File: src/rtl/collision_pkg.sv
`default_nettype none
// +----------------------------------------------------------------------------+
// | Module      : collision_pkg                                                |
// | Description : Shared state encoding and default sizes for the collision    |
// |               probe scan controller.                                       |
// | Revision    : 1.0                                                          |
// +----------------------------------------------------------------------------+
package collision_pkg;

    localparam int c_DEF_SIZE_REG   = 32;
    localparam int c_DEF_SIZE_CHECK = 20;
    localparam int c_DEF_NUM_PROBES = 8;

    typedef enum logic [2:0] {
        S_IDLE    = 3'd0,
        S_SETUP   = 3'd1,
        S_STROBE  = 3'd2,
        S_CAPTURE = 3'd3,
        S_FINISH  = 3'd4
    } state_t;

endpackage
`default_nettype wire

File: src/rtl/collision_probe_regfile.sv
`default_nettype none
// +----------------------------------------------------------------------------+
// | Module      : collision_probe_regfile                                      |
// | Description : Probe-point table: synchronous write, asynchronous read.     |
// | Revision    : 1.0                                                          |
// +----------------------------------------------------------------------------+
module collision_probe_regfile
    import collision_pkg::*;
#(
    parameter int NUM_PROBES = c_DEF_NUM_PROBES,
    parameter int SIZE_CHECK = c_DEF_SIZE_CHECK
) (
    input  logic                          clk,
    input  logic                          reset,
    input  logic                          we,
    input  logic [$clog2(NUM_PROBES)-1:0] waddr,
    input  logic [SIZE_CHECK-1:0]         wdata,
    input  logic [$clog2(NUM_PROBES)-1:0] raddr,
    output logic [SIZE_CHECK-1:0]         rdata
);

    logic [SIZE_CHECK-1:0] r_slot [NUM_PROBES];

    // Addresses past the last slot are silently dropped on write and read as zero.
    always_ff @(posedge clk) begin
        if (reset) begin
            for (int i = 0; i < NUM_PROBES; i++) begin
                r_slot[i] <= '0;
            end
        end else if (we && (int'(waddr) < NUM_PROBES)) begin
            r_slot[waddr] <= wdata;
        end
    end

    assign rdata = (int'(raddr) < NUM_PROBES) ? r_slot[raddr] : '0;

endmodule
`default_nettype wire

File: src/rtl/collision_scan_ctrl.sv
`default_nettype none
// +----------------------------------------------------------------------------+
// | Module      : collision_scan_ctrl                                          |
// | Description : Walks the probe table through the sprite comparator array    |
// |               and accumulates per-probe and overall hit results.           |
// | Revision    : 1.0                                                          |
// +----------------------------------------------------------------------------+
module collision_scan_ctrl
    import collision_pkg::*;
#(
    parameter int NUM_PROBES = c_DEF_NUM_PROBES,
    parameter int SIZE_CHECK = c_DEF_SIZE_CHECK,
    parameter int SIZE_REG   = c_DEF_SIZE_REG,
    parameter int SETTLE     = 1
) (
    input  logic                          clk,
    input  logic                          reset,
    input  logic                          start,
    input  logic                          abort,
    input  logic                          probe_we,
    input  logic [$clog2(NUM_PROBES)-1:0] probe_addr,
    input  logic [SIZE_CHECK-1:0]         probe_data,
    input  logic [$clog2(NUM_PROBES):0]   probe_count,
    output logic [SIZE_CHECK-1:0]         check,
    output logic                          refresh,
    input  logic [SIZE_REG-1:0]           cmp_result,
    output logic [SIZE_REG-1:0]           hit_mask,
    output logic [NUM_PROBES-1:0]         probe_hits,
    output logic                          busy,
    output logic                          done,
    output logic                          result_valid
);

    localparam int                c_IW           = $clog2(NUM_PROBES);
    localparam int                c_CW           = c_IW + 1;
    localparam logic [c_CW-1:0]   c_NP           = c_CW'(NUM_PROBES);
    localparam logic [3:0]        c_SETTLE_LAST  = 4'(SETTLE - 1);
    localparam logic [SIZE_REG-1:0] c_HIT_KEEP   = {1'b0, {(SIZE_REG-1){1'b1}}};

    state_t                 r_state;
    state_t                 w_state_nxt;
    logic [c_IW-1:0]        r_index;
    logic [c_CW-1:0]        r_num;
    logic [3:0]             r_settle_cnt;
    logic [SIZE_CHECK-1:0]  r_check;
    logic                   r_refresh;
    logic                   r_done;
    logic                   r_busy;
    logic                   r_result_valid;
    logic [SIZE_REG-1:0]    r_hit_mask;
    logic [NUM_PROBES-1:0]  r_probe_hits;

    logic                   w_start_ok;
    logic                   w_last_probe;
    logic                   w_enter_setup;
    logic [c_IW-1:0]        w_index_nxt;
    logic [c_CW-1:0]        w_num_sel;
    logic [SIZE_CHECK-1:0]  w_probe_rd;
    logic                   w_refresh_nxt;
    logic                   w_done_nxt;
    logic                   w_busy_nxt;

    assign w_start_ok    = (r_state == S_IDLE) && start && !abort;
    assign w_num_sel     = (probe_count > c_NP) ? c_NP : probe_count;
    assign w_last_probe  = ({1'b0, r_index} + c_CW'(1)) >= r_num;
    assign w_enter_setup = (w_state_nxt == S_SETUP) && (r_state != S_SETUP);
    assign w_index_nxt   = (r_state == S_IDLE) ? '0 : r_index + c_IW'(1);

    // Table writes are only honoured while idle so a scan sees a stable table.
    collision_probe_regfile #(
        .NUM_PROBES (NUM_PROBES),
        .SIZE_CHECK (SIZE_CHECK)
    ) u_probe_regfile (
        .clk   (clk),
        .reset (reset),
        .we    (probe_we && (r_state == S_IDLE)),
        .waddr (probe_addr),
        .wdata (probe_data),
        .raddr (w_index_nxt),
        .rdata (w_probe_rd)
    );

    always_ff @(posedge clk) begin
        if (reset) begin
            r_state <= S_IDLE;
        end else begin
            r_state <= w_state_nxt;
        end
    end

    always_comb begin
        w_state_nxt = r_state;
        if ((r_state != S_IDLE) && abort) begin
            w_state_nxt = S_IDLE;
        end else begin
            case (r_state)
                S_IDLE:    if (w_start_ok) w_state_nxt = (w_num_sel == '0) ? S_FINISH : S_SETUP;
                S_SETUP:   if (r_settle_cnt == c_SETTLE_LAST) w_state_nxt = S_STROBE;
                S_STROBE:  w_state_nxt = S_CAPTURE;
                S_CAPTURE: w_state_nxt = w_last_probe ? S_FINISH : S_SETUP;
                S_FINISH:  w_state_nxt = S_IDLE;
                default:   w_state_nxt = S_IDLE;
            endcase
        end
    end

    // Strobes are decoded from the next state so they leave a flop edge-aligned.
    always_comb begin
        w_refresh_nxt = (w_state_nxt == S_STROBE);
        w_done_nxt    = (w_state_nxt == S_FINISH);
        w_busy_nxt    = (w_state_nxt != S_IDLE);
    end

    always_ff @(posedge clk) begin
        if (reset) begin
            r_index        <= '0;
            r_num          <= '0;
            r_settle_cnt   <= '0;
            r_check        <= '0;
            r_refresh      <= 1'b0;
            r_done         <= 1'b0;
            r_busy         <= 1'b0;
            r_result_valid <= 1'b0;
            r_hit_mask     <= '0;
            r_probe_hits   <= '0;
        end else begin
            r_refresh    <= w_refresh_nxt;
            r_done       <= w_done_nxt;
            r_busy       <= w_busy_nxt;
            r_settle_cnt <= ((r_state == S_SETUP) && (w_state_nxt == S_SETUP)) ?
                            r_settle_cnt + 4'd1 : 4'd0;
            if (w_start_ok) begin
                r_num          <= w_num_sel;
                r_index        <= '0;
                r_hit_mask     <= '0;
                r_probe_hits   <= '0;
                r_result_valid <= 1'b0;
            end
            if (w_enter_setup) begin
                r_check <= w_probe_rd;
                r_index <= w_index_nxt;
            end
            // The top comparator bit is reserved and never contributes a hit.
            if ((r_state == S_CAPTURE) && !abort) begin
                r_hit_mask            <= r_hit_mask | (cmp_result & c_HIT_KEEP);
                r_probe_hits[r_index] <= |cmp_result[SIZE_REG-2:0];
            end
            if (w_done_nxt) begin
                r_result_valid <= 1'b1;
            end
        end
    end

    assign check        = r_check;
    assign refresh      = r_refresh;
    assign hit_mask     = r_hit_mask;
    assign probe_hits   = r_probe_hits;
    assign busy         = r_busy;
    assign done         = r_done;
    assign result_valid = r_result_valid;

endmodule
`default_nettype wire

File: config.mk
export PLATFORM = sky130hd
export DESIGN_NAME = collision_scan_ctrl
export DESIGN_NICKNAME = d
export VERILOG_FILES = /design/src/rtl/collision_pkg.sv /design/src/rtl/collision_probe_regfile.sv /design/src/rtl/collision_scan_ctrl.sv
export SDC_FILE = /design/constraint.sdc
export NUM_CORES = 1
export LEC_CHECK = 0
export BUFFER_PORTS_ARGS = -buffer_cell sky130_fd_sc_hd__buf_2
export CORE_MARGIN = 2
export CORE_UTILIZATION = 50
export DETAILED_ROUTE_END_ITERATION = 16
export PLACE_DENSITY_LB_ADDON = 0.08
export SLEW_MARGIN = 0
export SYNTH_ARGS = -nofsm -noshare
export SYNTH_HDL_FRONTEND = slang
export SYNTH_HIERARCHICAL = 1
export SYNTH_SLANG_ARGS = --single-unit
File: constraint.sdc
create_clock -name clk -period 4.7 [get_ports clk]
set_clock_uncertainty 0.05 [all_clocks]
set_input_delay 0.705 -clock clk [delete_from_list [all_inputs] [get_ports clk]]
set_output_delay 0.705 -clock clk [all_outputs]
set_load 0.05 [all_outputs]
==> run_results.csv <==
group,metric,value,unit
logic_synthesis,async_reset_ff_frac,0,
cells_and_area,drive_gt1_frac,0.245,
place,gp_congestion,0.804,
cells_and_area,area.growth.synth_to_final,16.1,%
pwr,p_int,3.58,mW
hold_path,min_to,"hit_mask[4]$_SDFFE_PP0P_",
clock_network,ctsHoldBuffers,0,
grt,antenna_found_initial,0,
grt,grt_max_degree,85,
critical_path,rr_worst_depth,6,
routing,wl,24600,µm
pwr,pwr-share-comb,0.103,
sta,fin_ws,1440,ps
place,portBuffers,125,
pwr,leakagePower,4.52,nW
routing,drtPass1Iterations,5,
logic_synthesis,syn_area,10500,µm²
cells_and_area,postLayoutCoreUtil,0.586,
clock_network,cts_root_buffer,"clkbuf_16",
floorplanning,die_y,149,µm
logic_synthesis,synth_nets,883,
logic_synthesis,netlist.area_leader.share,0.457,
sta,fin_tns_setup,0,ps
sta,rsz0062_at_grt,"no",
sta,relSlewSlack,0.261,
pwr,seq_power_share,0.496,
critical_path,cpPeakStageDelay,780,ps
critical_path,worstSetupPathType,"reg2reg",
cells_and_area,final_cell_mix,"nor3_1, edfxtp_1, buf_2",
grt,overflow,0,
sta,drv_slew,0,
pwr,finalPower,4.69,mW
logic_synthesis,yosysSeqAreaShare,0.604,
sta,tightest_slew,1110,ps
critical_path,r2r_start,"r_state[1]$_SDFF_PP0_",
critical_path,start_kind,"flop",
place,dp_slack,1410,ps
clock_network,cts_tree,"yes",
cells_and_area,finalNetCount,994,
clock_network,path_clk_slew,60,ps
routing,post-route-drc-count,0,
critical_path,crit_family,"simple AND/OR/NAND/NOR gates",
floorplanning,coreArea,20800,µm²
outcome,outcome,"completed",
run,maxCapViolCount,0,
logic_synthesis,synth_ff_type,"edfxtp_1",
sta,min_period_over_period,0.694,
grt,track_usage,0.221,
critical_path,worstPathArrival,3430,ps
pwr,switching_share,0.236,
sta,finalCriticalPeriod,3260,ps
routing,drt-initial-drc-count,437,
sta,whs,384,ps
pwr,p_switching,1.11,mW
sta,fmax,306,MHz
place,place_hpwl,15200,µm
sta,setup_viol,0,
pwr,max-vdd-ir-drop,0.272,mV
critical_path,crit_chain,"or2_2 -> nor2_1 -> and2_1 -> or3b_2 -> o21bai_2 -> buf_4",
clock_network,cts_buffer_depth,3,
sta,hold_viol,0,
critical_path,r2r_setup_slack,1440,ps
clock_network,cts.sinks,237,
cells_and_area,num_antenna_cells,0,
critical_path,crit_fanout,30,
clock_network,cts_max_level,1,
critical_path,endpoint_kind,"flop",
grt,grt_pass1_vias,7106,
routing,viasPerCell,5.77,
floorplanning,io_pins,128,
logic_synthesis,ys_seq_elements,237,
logic_synthesis,syn_inst,812,
critical_path,slowest_stage,"or3b_2",
clock_network,post_cts_buffers,0,
logic_synthesis,synth_edf_count,160,
clock_network,cts-resized-gates,0,
clock_network,clock_latency,520,ps
pwr,powerDensity,384,nW/µm²
floorplanning,die_w,149,µm
clock_network,cts_buffers,26,
critical_path,worst-path-buf-inv,1,
critical_path,worstPathRequired,4870,ps
logic_synthesis,synth.area.top_cells,"edfxtp_1, dfxtp_1, mux4_1",
cells_and_area,fillers,1725,
floorplanning,dieArea,22200,µm²
floorplanning,start_util,0.505,
pwr,pwr-share-clk,0.401,
floorplanning,rows,53,
routing,ant_nets,0,
critical_path,regToRegEndpoint,"u_probe_regfile/r_slot[6][17]$_SDFFCE_PN0P_",
logic_synthesis,synth_cell_type_count,48,
hold_path,min_path_cells,3,
routing,wl_per_cell,20.2,µm
hold_path,min_from,"cmp_result[4]",
routing,vias,7004,
grt,grt_pass1_wl,38000,µm
logic_synthesis,synthesis.yosys.warnings,6,
logic_synthesis,yosys.area.top_type,"edfxtp_1",
logic_synthesis,avgSynthCellArea,12.9,µm²
hold_path,min_path_type,"in2reg",
==> cell families after synthesis <==
logic type      share of synthesized area
other cells                      0.000357
mux                                 0.143
flops                               0.604
xor+xnor                          0.00250
simple gates                        0.155
fa+ha+maj                         0.00833
compound gates                     0.0465
buf+inv                            0.0401
==> worst max path at each step <==
| stage | to | slack (ps) | from | cells past startpoint |
|---|---|---|---|---|
| after global placement | u_probe_regfile/r_slot[6][18]$_SDFFCE_PN0P_ | 1460 | r_state[1]$_SDFF_PP0_ | 6 |
| final | u_probe_regfile/r_slot[6][17]$_SDFFCE_PN0P_ | 1440 | r_state[1]$_SDFF_PP0_ | 6 |
| after global routing | u_probe_regfile/r_slot[6][17]$_SDFFCE_PN0P_ | 1280 | r_state[1]$_SDFF_PP0_ | 6 |
| after CTS | u_probe_regfile/r_slot[6][17]$_SDFFCE_PN0P_ | 1400 | r_state[1]$_SDFF_PP0_ | 6 |
| after detailed placement | u_probe_regfile/r_slot[6][18]$_SDFFCE_PN0P_ | 1410 | r_state[1]$_SDFF_PP0_ | 6 |
| after floorplan | u_probe_regfile/r_slot[0][0]$_SDFFCE_PN0P_ | 1560 | r_state[1]$_SDFF_PP0_ | 7 |
==> tightest hold or removal path, delay by kind of cell <==
kind	cells	cell delay [ps]
AOI/OAI and AO/OA	1	50
buffers and inverters	1	90
and+or+nand+nor	1	70
==> registers in the layout, indices dropped and copies added, names as in the netlist <==
name / cells
u_probe_regfile/r_slot: 160
hit_mask: 31
check: 20
probe_hits: 8
r_num: 4
r_settle_cnt: 4
r_index: 3
r_state: 3
busy: 1
done: 1
refresh: 1
result_valid: 1
==> through the flow <==
step	instances	cell area, µm²
2_1_floorplan	812	10500
3_3_place_gp	1170	11400
3_5_place_dp	1170	11400
4_1_cts	1214	12200
5_1_grt	1214	12200
6_report	1214	12200
==> layer usage <==
| metal | vias up | GRT usage | wire, µm |
|---|---|---|---|
| li1 | 3290 | - | - |
| met1 | 3417 | 0.292 | 10400 |
| met2 | 254 | 0.383 | 12000 |
| met3 | 43 | 0.0333 | 1650 |
| met4 | 0 | 0.0629 | 582 |
| met5 | - | 0 | 0 |
==> power by group through the flow <==
stage	Combinational [mW]	Sequential (mW)	Clock (mW)
2_1_floorplan	0.298	2.41	0
3_3_place_gp	0.475	2.36	0
3_5_place_dp	0.483	2.37	0
4_1_cts	0.485	2.33	1.91
5_1_grt	0.514	2.33	2.00
6_report	0.483	2.33	1.88
==> Yosys cell counts (3+ instances only) <==
cell      count
nor4_1        7
or4_1         3
nor2_1       52
nand2b_1     48
ha_1          7
edfxtp_1    160
o21bai_1      8
nor3_1      160
clkbuf_1     40
inv_1         6
mux4_1       40
buf_6         7
nand4_1       5
clkinv_1     20
buf_2        10
dfxtp_1      77
nor3b_1       3
buf_1        10
o21a_1        3
nand2_1      11
a21oi_1      42
nor2b_1       3
mux2i_1      22
o211ai_1      4
o311ai_0      4
nand3_1       7
mux2_2       21
==> layout make-up <==
| class | count | area, µm² | area share |
|---|---|---|---|
| Sequential cell | 237 | 6350 | 0.520 |
| Multi-Input combinational cell | 481 | 3790 | 0.311 |
| Timing Repair Buffer | 151 | 833 | 0.0683 |
| Clock buffer | 29 | 693 | 0.0568 |
| Tap cell | 275 | 344 | 0.0282 |
| Clock inverter | 15 | 98.8 | 0.00810 |
| Inverter | 26 | 97.6 | 0.00800 |
Power figures use the tool's default switching activity.
